### config.mk
export PLATFORM = sky130hd
export DESIGN_NAME = irb_scanout_flat
export DESIGN_NICKNAME = d
export VERILOG_FILES = /design/src/rtl/irb_scanout_if.sv /design/src/rtl/irb_scanout.sv /design/src/flat_wrapper.sv
export SDC_FILE = /design/constraint.sdc
export NUM_CORES = 1
export LEC_CHECK = 0
export CAP_MARGIN = 20
export CORE_UTILIZATION = 55
export CTS_BUF_LIST = sky130_fd_sc_hd__clkbuf_8
export CTS_CLUSTER_DIAMETER = 80
export DETAILED_ROUTE_END_ITERATION = 16
export GPL_TIMING_DRIVEN = 0
export PLACE_DENSITY = 0.74
export SYNTH_ARGS = -nofsm -noshare
export SYNTH_HDL_FRONTEND = slang
export SYNTH_SLANG_ARGS = --single-unit
### constraint.sdc
create_clock -name clk -period 23.4 [get_ports clk]
set_input_delay 3.51 -clock clk [delete_from_list [all_inputs] [get_ports clk]]
set_output_delay 3.51 -clock clk [all_outputs]
set_load 0.03 [all_outputs]
### src/rtl/irb_scanout_if.sv
// Bundle of the IRB capture port, the controller done level and the
// valid/ready pixel stream with its frame markers and status flags.
interface irb_scanout_if #(
    parameter int DIM = 8,
    parameter int PW  = 8
);
    localparam int AW = $clog2(DIM * DIM);
    localparam int SW = PW + AW;

    // Controller side: image writes and done level
    logic          IRB_RW;
    logic [AW-1:0] IRB_A;
    logic [PW-1:0] IRB_D;
    logic          ctrl_done;

    // Panel driver side: pixel stream
    logic [PW-1:0] px_data;
    logic          px_valid;
    logic          px_ready;
    logic          px_sof;
    logic          px_eol;
    logic          px_eof;

    // Status
    logic [SW-1:0] px_sum;
    logic [7:0]    frame_cnt;
    logic          busy;
    logic          err_incomplete;
    logic          err_overrun;

    // Environment: drives writes, done and ready; observes the stream
    modport master (
        output IRB_RW, IRB_A, IRB_D, ctrl_done, px_ready,
        input  px_data, px_valid, px_sof, px_eol, px_eof,
        input  px_sum, frame_cnt, busy, err_incomplete, err_overrun
    );

    // Scan-out block
    modport slave (
        input  IRB_RW, IRB_A, IRB_D, ctrl_done, px_ready,
        output px_data, px_valid, px_sof, px_eol, px_eof,
        output px_sum, frame_cnt, busy, err_incomplete, err_overrun
    );
endinterface

### src/rtl/irb_scanout.sv
// irb_scanout: captures the DIM x DIM image the LCD controller writes over the
// IRB port and, on each rising edge of ctrl_done, streams it in raster order
// over a valid/ready pixel bus with frame markers, a running sum and flags.
module irb_scanout #(
    parameter int DIM = 8,
    parameter int PW  = 8
) (
    input  logic         clk,
    input  logic         reset,
    irb_scanout_if.slave bus
);
    localparam int NPIX = DIM * DIM;
    localparam int AW   = $clog2(NPIX);
    localparam int CW   = $clog2(DIM);
    localparam int SW   = PW + AW;
    localparam logic [AW-1:0] LAST_IDX = AW'(NPIX - 1);
    localparam logic [CW-1:0] LAST_COL = CW'(DIM - 1);

    typedef enum logic [1:0] {
        ST_IDLE = 2'd0,
        ST_LOAD = 2'd1,
        ST_SCAN = 2'd2
    } state_t;

    state_t          state_q, state_d;
    logic            done_q, done_d;
    logic            start_q, start_d;
    logic [AW-1:0]   idx_q, idx_d;
    logic [PW-1:0]   px_data_q, px_data_d;
    logic            px_valid_q, px_valid_d;
    logic            px_sof_q, px_sof_d;
    logic            px_eol_q, px_eol_d;
    logic            px_eof_q, px_eof_d;
    logic [SW-1:0]   px_sum_q, px_sum_d;
    logic [7:0]      frame_cnt_q, frame_cnt_d;
    logic [NPIX-1:0] bitmap_q, bitmap_d;
    logic            err_inc_q, err_inc_d;
    logic            err_ovr_q, err_ovr_d;
    logic [PW-1:0]   mem_q [NPIX];
    logic [PW-1:0]   mem_d [NPIX];

    logic            idle;
    logic            wr_req;
    logic            wr_en;
    logic [NPIX-1:0] wr_sel;
    logic [AW-1:0]   idx_next;

    // A write is only honoured while the scan engine is idle; a write seen
    // in LOAD/SCAN is dropped and flagged as an overrun instead.
    assign idle     = (state_q == ST_IDLE);
    assign wr_req   = ~bus.IRB_RW;
    assign wr_en    = wr_req & idle;
    assign idx_next = idx_q + AW'(1);

    // One-hot write decode; the same vector updates memory and the bitmap
    generate
        for (genvar gi = 0; gi < NPIX; gi++) begin : g_wr_sel
            assign wr_sel[gi] = wr_en && (bus.IRB_A == AW'(gi));
        end
    endgenerate

    // Next-state of the pixel memory: last write to an address wins
    always_comb begin
        for (int i = 0; i < NPIX; i++) begin
            mem_d[i] = mem_q[i];
            if (wr_sel[i]) begin
                mem_d[i] = bus.IRB_D;
            end
        end
    end

    // Pixel memory: cleared by reset so unwritten addresses read back zero
    always_ff @(posedge clk or posedge reset) begin
        if (reset) begin
            for (int i = 0; i < NPIX; i++) begin
                mem_q[i] <= '0;
            end
        end else begin
            for (int i = 0; i < NPIX; i++) begin
                mem_q[i] <= mem_d[i];
            end
        end
    end

    // Done edge detection and sticky overrun. The start event is registered
    // and only accepted while idle, so a done edge during a frame is lost
    // and a held-high done never retriggers.
    always_comb begin
        done_d    = bus.ctrl_done;
        start_d   = bus.ctrl_done & ~done_q & idle;
        err_ovr_d = err_ovr_q | (wr_req & ~idle);
    end

    // Scan FSM next-state and stream outputs
    always_comb begin
        state_d     = state_q;
        idx_d       = idx_q;
        px_data_d   = px_data_q;
        px_valid_d  = px_valid_q;
        px_sof_d    = px_sof_q;
        px_eol_d    = px_eol_q;
        px_eof_d    = px_eof_q;
        px_sum_d    = px_sum_q;
        frame_cnt_d = frame_cnt_q;
        bitmap_d    = bitmap_q | wr_sel;
        err_inc_d   = err_inc_q;

        unique case (state_q)
            ST_IDLE: begin
                if (start_q) begin
                    // A write in this same cycle still counts towards completeness
                    err_inc_d = ~&(bitmap_q | wr_sel);
                    px_sum_d  = '0;
                    state_d   = ST_LOAD;
                end
            end

            ST_LOAD: begin
                px_data_d  = mem_q[0];
                px_valid_d = 1'b1;
                px_sof_d   = 1'b1;
                px_eol_d   = 1'b0;
                px_eof_d   = 1'b0;
                idx_d      = '0;
                state_d    = ST_SCAN;
            end

            ST_SCAN: begin
                // Without ready everything holds, so a stalled beat is stable
                if (px_valid_q && bus.px_ready) begin
                    px_sum_d = px_sum_q + SW'(px_data_q);
                    if (idx_q != LAST_IDX) begin
                        idx_d     = idx_next;
                        px_data_d = mem_q[idx_next];
                        px_sof_d  = 1'b0;
                        px_eol_d  = (idx_next[CW-1:0] == LAST_COL);
                        px_eof_d  = (idx_next == LAST_IDX);
                    end else begin
                        px_valid_d  = 1'b0;
                        px_sof_d    = 1'b0;
                        px_eol_d    = 1'b0;
                        px_eof_d    = 1'b0;
                        frame_cnt_d = frame_cnt_q + 8'd1;
                        bitmap_d    = '0;
                        state_d     = ST_IDLE;
                    end
                end
            end

            default: begin
                state_d = ST_IDLE;
            end
        endcase
    end

    // State and output registers
    always_ff @(posedge clk or posedge reset) begin
        if (reset) begin
            state_q     <= ST_IDLE;
            done_q      <= 1'b0;
            start_q     <= 1'b0;
            idx_q       <= '0;
            px_data_q   <= '0;
            px_valid_q  <= 1'b0;
            px_sof_q    <= 1'b0;
            px_eol_q    <= 1'b0;
            px_eof_q    <= 1'b0;
            px_sum_q    <= '0;
            frame_cnt_q <= '0;
            bitmap_q    <= '0;
            err_inc_q   <= 1'b0;
            err_ovr_q   <= 1'b0;
        end else begin
            state_q     <= state_d;
            done_q      <= done_d;
            start_q     <= start_d;
            idx_q       <= idx_d;
            px_data_q   <= px_data_d;
            px_valid_q  <= px_valid_d;
            px_sof_q    <= px_sof_d;
            px_eol_q    <= px_eol_d;
            px_eof_q    <= px_eof_d;
            px_sum_q    <= px_sum_d;
            frame_cnt_q <= frame_cnt_d;
            bitmap_q    <= bitmap_d;
            err_inc_q   <= err_inc_d;
            err_ovr_q   <= err_ovr_d;
        end
    end

    assign bus.px_data        = px_data_q;
    assign bus.px_valid       = px_valid_q;
    assign bus.px_sof         = px_sof_q;
    assign bus.px_eol         = px_eol_q;
    assign bus.px_eof         = px_eof_q;
    assign bus.px_sum         = px_sum_q;
    assign bus.frame_cnt      = frame_cnt_q;
    assign bus.busy           = ~idle;
    assign bus.err_incomplete = err_inc_q;
    assign bus.err_overrun    = err_ovr_q;
endmodule

### src/flat_wrapper.sv
// flat-port wrapper written by rule: the top's interface ports become plain ports
module irb_scanout_flat 
#(
    parameter int DIM = 8,
    parameter int PW  = 8
)
  (clk, reset, bus_IRB_RW, bus_IRB_A, bus_IRB_D, bus_ctrl_done, bus_px_ready, bus_px_data, bus_px_valid, bus_px_sof, bus_px_eol, bus_px_eof, bus_px_sum, bus_frame_cnt, bus_busy, bus_err_incomplete, bus_err_overrun);
  irb_scanout_if #(.DIM(DIM), .PW(PW)) bus_i ();
  input  logic clk;
  input  logic reset;
  input wire logic [$bits(bus_i.IRB_RW)-1:0] bus_IRB_RW;
  input wire logic [$bits(bus_i.IRB_A)-1:0] bus_IRB_A;
  input wire logic [$bits(bus_i.IRB_D)-1:0] bus_IRB_D;
  input wire logic [$bits(bus_i.ctrl_done)-1:0] bus_ctrl_done;
  input wire logic [$bits(bus_i.px_ready)-1:0] bus_px_ready;
  output wire logic [$bits(bus_i.px_data)-1:0] bus_px_data;
  output wire logic [$bits(bus_i.px_valid)-1:0] bus_px_valid;
  output wire logic [$bits(bus_i.px_sof)-1:0] bus_px_sof;
  output wire logic [$bits(bus_i.px_eol)-1:0] bus_px_eol;
  output wire logic [$bits(bus_i.px_eof)-1:0] bus_px_eof;
  output wire logic [$bits(bus_i.px_sum)-1:0] bus_px_sum;
  output wire logic [$bits(bus_i.frame_cnt)-1:0] bus_frame_cnt;
  output wire logic [$bits(bus_i.busy)-1:0] bus_busy;
  output wire logic [$bits(bus_i.err_incomplete)-1:0] bus_err_incomplete;
  output wire logic [$bits(bus_i.err_overrun)-1:0] bus_err_overrun;
  assign bus_i.IRB_RW = bus_IRB_RW;
  assign bus_i.IRB_A = bus_IRB_A;
  assign bus_i.IRB_D = bus_IRB_D;
  assign bus_i.ctrl_done = bus_ctrl_done;
  assign bus_i.px_ready = bus_px_ready;
  assign bus_px_data = bus_i.px_data;
  assign bus_px_valid = bus_i.px_valid;
  assign bus_px_sof = bus_i.px_sof;
  assign bus_px_eol = bus_i.px_eol;
  assign bus_px_eof = bus_i.px_eof;
  assign bus_px_sum = bus_i.px_sum;
  assign bus_frame_cnt = bus_i.frame_cnt;
  assign bus_busy = bus_i.busy;
  assign bus_err_incomplete = bus_i.err_incomplete;
  assign bus_err_overrun = bus_i.err_overrun;
  irb_scanout #(.DIM(DIM), .PW(PW)) u_core (.clk(clk), .reset(reset), .bus(bus_i));
endmodule
### Word-level counts from Yosys, hierarchy flattened

Cells that the tools add are included.

* $add $sub $neg: 3
* order comparisons: 1
* eq/ne operators: 72
* mux-type cells: 30
* bitwise logic cells: 11
* reduce and logical (&&, ||, !) cells: 78

Operator list (number)
* $eq A6 B6 Y1 const B: 33
* $mux W64: 3
* $eq A6 B5 Y1 const B: 16
* $logic_and A1 B1 Y1: 65
* $or A64 B64 Y64: 1
* $reduce_and A64 Y1: 1
* $bmux W8 S6: 1
* $eq A6 B4 Y1 const B: 8
* $mux W8: 4
* $mux W14: 2
* $pmux W14 S2: 1
* $eq A6 B3 Y1 const B: 4
* $pmux W8 S2: 1
* $reduce_and A3 Y1: 5
* $add A14 B8 Y14: 1
* $eq A6 B2 Y1 const B: 2
* $mux W6: 2
* $pmux W6 S2: 1
* $add A8 B1 Y8 const B: 1
* $pmux W1 S2: 4
* $ge A7 B7 Y1 const B: 1
* $mux W1: 7
* $not A6 Y7: 1
* $add A6 B1 Y6 const B: 1
* 17 further kinds: 29

* register bits after elaboration: 622
* input port bits: 19
* output and inout port bits: 37
* logic and storage cells: 273

### Logic depth before layout (Yosys ltp)

* depth in word-level cells: 8
* mapped depth: 13
* gate-level depth less buffers: 10

### Worst setup path after synthesis

No wires, ideal clock.

* path kind: input -> register
* start point: in bus_IRB_RW
* end point: reg u_core.err_inc_q, in the netlist u_core.bus.err_incomplete
* setup time: 0.129 ns
* arrival: 5.420 ns
* data required time: 23.271 ns
* path slack: 17.852 ns
* stages: 9
* path through: or4_1 > buf_6 > or3_1 > buf_4 > nor2b_1 > nor4_1 > nand4_1 > nor3b_2 > a31oi_1

* cells in the longest elaborated chain, start to end: 6

Ends and longest elaborated chain
* from (decl): line flat_wrapper.sv:11 `input wire logic [$bits(bus_i.IRB_RW)-1:0] bus_IRB_RW;`
* $not A1 Y1 (*): line irb_scanout.sv:51 `assign wr_req = ~bus.IRB_RW;`
* $and A1 B1 Y1 (*): line irb_scanout.sv:52 `assign wr_en = wr_req & idle;`
* $logic_and A1 B1 Y1: line irb_scanout.sv:58 `assign wr_sel[gi] = wr_en && (bus.IRB_A == AW'(gi));`
* $or A64 B64 Y64 (*): line irb_scanout.sv:112 `err_inc_d = ~&(bitmap_q | wr_sel);`
* $reduce_and A64 Y1 (*): line irb_scanout.sv:112
* $logic_not A1 Y1 (*): line irb_scanout.sv:112
* to (signal assigned): line irb_scanout.sv:186 `err_inc_q <= err_inc_d;`
* to (decl): line irb_scanout.sv:37 `logic err_inc_q, err_inc_d;`

Mark *: on every way between the ends. The rest lies on a longest branch, timed or not.
A chain may end at the register's enable or synchronous reset.

### Final worst setup path

* start point: in bus_IRB_A[2]
* end point: reg u_core.err_inc_q, in the netlist u_core.bus.err_incomplete

* cells in the longest elaborated chain, start to end: 5

Ends and longest elaborated chain
* from (decl): line flat_wrapper.sv:12 `input wire logic [$bits(bus_i.IRB_A)-1:0] bus_IRB_A;`
* $eq A6 B1 Y1, or another cell as far along: line irb_scanout.sv:58
* $logic_and A1 B1 Y1: line irb_scanout.sv:58
* $or A64 B64 Y64 (*): line irb_scanout.sv:112
* $reduce_and A64 Y1 (*): line irb_scanout.sv:112
* $logic_not A1 Y1 (*): line irb_scanout.sv:112

Marks and branches as above.

==> impl_metrics.env <==
export IMPL_status="finished, final reports clean"
export IMPL_cts_setup_buffers=0
export IMPL_p_sw_w=0.0007549
export IMPL_worst_slack_ns=16.65
export IMPL_tightest_slew_ns=1.214
export IMPL_cp_slowest_stage_delay_ns=0.90
export IMPL_setup_viol_count_final=0
export IMPL_arrival_ns=7.28
export IMPL_internal_power_w=0.001756
export IMPL_cts_sinks=622
export IMPL_start_util_pct=55.93
export IMPL_worstPathMaxFanout=10
export IMPL_slowest_stage="nor3_2"
export IMPL_synthesis_area_um2=28170
export IMPL_ctsResizeCount=0
export IMPL_report_final_slew_viol_count=0
export IMPL_dr_total_vias=17470
export IMPL_ys_types=61
export IMPL_ys_async_sr_fraction_pct=100.0
export IMPL_combPwrFrac_pct=18.7
export IMPL_clkPwrFrac_pct=36.8
export IMPL_totalWireLength_um=73100
export IMPL_place_gp_congestion=0.9162
export IMPL_tritoncts="yes"
export IMPL_synth_top_cell_area_share_pct=55.25
export IMPL_io_buffers=46
export IMPL_antenna_found_initial=0
export IMPL_clk_latency_ns=0.68
export IMPL_syn_avg_cell_area_um2=15.01
export IMPL_required_ns=23.93
export IMPL_top_level_ports=56
export IMPL_grt_start_max_net_pins=136
export IMPL_drtAntennaViolNets=0
export IMPL_drt_iter0_drc=1569
export IMPL_hpwl_um=50790
export IMPL_clock_path_buffers=3
export IMPL_hold_path_class="reg2reg"
export IMPL_core_um2=50380
export IMPL_synth_seq_cells=622
export IMPL_slew_headroom_pct=18.79
export IMPL_yosysMostFrequentCell="dfrtp_1"
export IMPL_dp_slack_ns=16.15
export IMPL_p_sw_share_pct=30.06
export IMPL_area_growth_pct=12.91
export IMPL_rsz0062_at_grt="no"
export IMPL_overflow=0
export IMPL_ys_warn_count=0
export IMPL_fin_nets=2076
export IMPL_skew_ns=0.02106
export IMPL_crit_path_start_kind="input pin"
export IMPL_crit_buf_inv=3
export IMPL_ys_seq_area_share_pct=55.25
export IMPL_postCtsHoldBufs=0
export IMPL_synth_top_flop_cell="dfrtp_1"
export IMPL_cts_buffers=102
export IMPL_fin_crit_sh_pct=28.84
export IMPL_worst_setup_path_end_kind="flip-flop"
export IMPL_grtUsageTotal_pct=28.99
export IMPL_finalCriticalPeriod_ns=6.748
export IMPL_diodes=0
export IMPL_synth_area_leader_cell="dfrtp_1"
export IMPL_yosys_top_cells_count="622 x dfrtp_1, 513 x mux2_2, 160 x mux4_2"
export IMPL_grt_pass1_wl_um=112500
export IMPL_cap_violations=0
export IMPL_dieArea_um2=52130
export IMPL_root_buffer="clkbuf_8"
export IMPL_die_w_um=228.3
export IMPL_setup_tns_ns=0
export IMPL_path_cells="clkdlybuf4s50_1, buf_2, buf_1, nand4_1, nor3_2, nor2_1, nor4_1, nand4_1, nor2_1, a31oi_1"
export IMPL_die_height_um=228.3
export IMPL_p_seq_share_pct=44.5
export IMPL_firstDrtPassIters=5
export IMPL_synth_edf_count=0
export IMPL_vdd_drop_max_mv=0.04276
export IMPL_drive_gt1_share_pct=42.40
export IMPL_grt_pass1_vias=18050
export IMPL_leakage_nw=15.27
export IMPL_rows=82
export IMPL_synth_nets=1908
export IMPL_htree_levels=3
export IMPL_wl_per_cell_um=26.13
export IMPL_syn_inst=1877
export IMPL_vias_per_cell=6.245
export IMPL_setup_worst_path_class="in2reg"
export IMPL_cp_top_family="simple AND/OR/NAND/NOR gates"
export IMPL_drc=0
export IMPL_r2r_slack_ns=17.91
export IMPL_path_clk_slew_ns=0.06
export IMPL_powerDensity_nw_per_um2=78.94
export IMPL_final_hold_violation_count=0
export IMPL_synthTopCellsByArea="dfrtp_1 55%, mux2_2 21%, mux4_2 13%"
export IMPL_fmax_mhz=148.2
-- per-stage QoR --
stage	cell area (um2)	util, %	instances	total power, W	hold WS (ns)
after floorplan	28170	-	1877	0.001420	0.3833
after global placement	29470	58.51	2595	0.001585	0.4003
after detailed placement	29740	59.04	2608	0.001605	0.4054
after CTS	31750	63.03	2792	0.002524	0.4187
after global routing	31810	63.15	2797	0.002600	0.4245
final	31810	63.15	2797	0.002511	0.4132
-- power groups by stage --
stage | sequential, W | clock [W] | combinational [W]
2_1_floorplan | 0.00116 | 0 | 0.000262
3_3_place_gp | 0.00114 | 0 | 0.000449
3_5_place_dp | 0.00114 | 0 | 0.000469
4_1_cts | 0.00112 | 0.000938 | 0.000469
5_1_grt | 0.00112 | 0.000988 | 0.000493
6_report | 0.00112 | 0.000924 | 0.000469
-- flip-flops by register name, indices dropped and copies added, names as in the netlist, 2 cells and up --
| register | count |
|---|---|
| u_core.bus.frame_cnt | 8 |
| u_core.idx_q | 6 |
| u_core.mem_q | 512 |
| u_core.bus.px_data | 8 |
| u_core.state_q | 2 |
| u_core.bus.px_sum | 14 |
| u_core.bitmap_q | 64 |
-- final timing paths --
| kind | end | cells after the start | from |
|---|---|---|---|
| worst max-delay path | u_core.bus.err_incomplete | 10 | bus_IRB_A[2] |
| worst min-delay path | u_core.start_q | 1 | u_core.done_q |
| worst max register to register | u_core.bus.px_data[4] | 13 | u_core.idx_q[0] |
| worst min register to register | u_core.start_q | 1 | u_core.done_q |
| max in group asynchronous | u_core.mem_q[284] | 4 | reset |
| min in group asynchronous | u_core.mem_q[192] | 2 | reset |
-- kinds of logic (layout without fill, tap and decap cells) --
| kind of cell | after synthesis | count (layout) | share of synthesized area (%) |
|---|---|---|---|
| AOI/OAI and AO/OA | 93 | 93 | 1.972 |
| DFF | 622 | 622 | 55.25 |
| and+or+nand+nor | 305 | 305 | 5.862 |
| xor gates and xnor gates | 19 | 19 | 0.5907 |
| buffers and inverters | 144 | 392 | 2.154 |
| adders and majority gates | 12 | 12 | 0.5596 |
| muxes | 682 | 682 | 33.61 |
-- layer usage --
layer	GRT usage, %	part of all wire, %	wire length (um)
met5	0	0	0
met4	13.72	4.5	3287
met3	4.903	6.6	4804
met2	44.22	47	34050
met1	40.98	42	30960
-- area by class of cell --
cell class              instances  area (um2)
clock buffers                 130        1789
plain buffers                 127       543.0
multi-input cells            1111       12010
well taps                     672       840.8
clock inverters                54       224.0
flip-flops and latches        622       15560
inverters                      17       71.32
fillers                      3702       18560
repair buffers                 64       768.2
-- cells in the final DEF (no fill, tap or decap), types with 4 or more instances in the layout --
master	netlist	routed
a21oi_1	43	43
and3_1	6	6
buf_1	17	17
buf_16	0	5
buf_2	14	14
buf_4	5	7
buf_6	4	6
buf_8	0	7
clkbuf_1	87	87
clkbuf_8	0	132
clkdlybuf4s50_1	0	46
clkinv_2	0	11
dfrtp_1	622	622
ha_1	11	11
inv_1	16	56
mux2_2	513	513
mux2i_1	9	9
mux4_2	160	160
nand2_1	67	67
nand2b_1	7	7
nand3_1	17	17
nand4_1	7	7
nor2_1	111	111
nor2_2	5	5
nor3_1	6	6
nor3_2	22	22
nor3b_1	5	5
nor4_1	12	12
o21ai_0	21	21
o221ai_1	7	7
or3_1	6	6
or4_1	4	4
xnor2_1	12	12
xor2_1	7	7
Power figures use the tool's default switching activity.
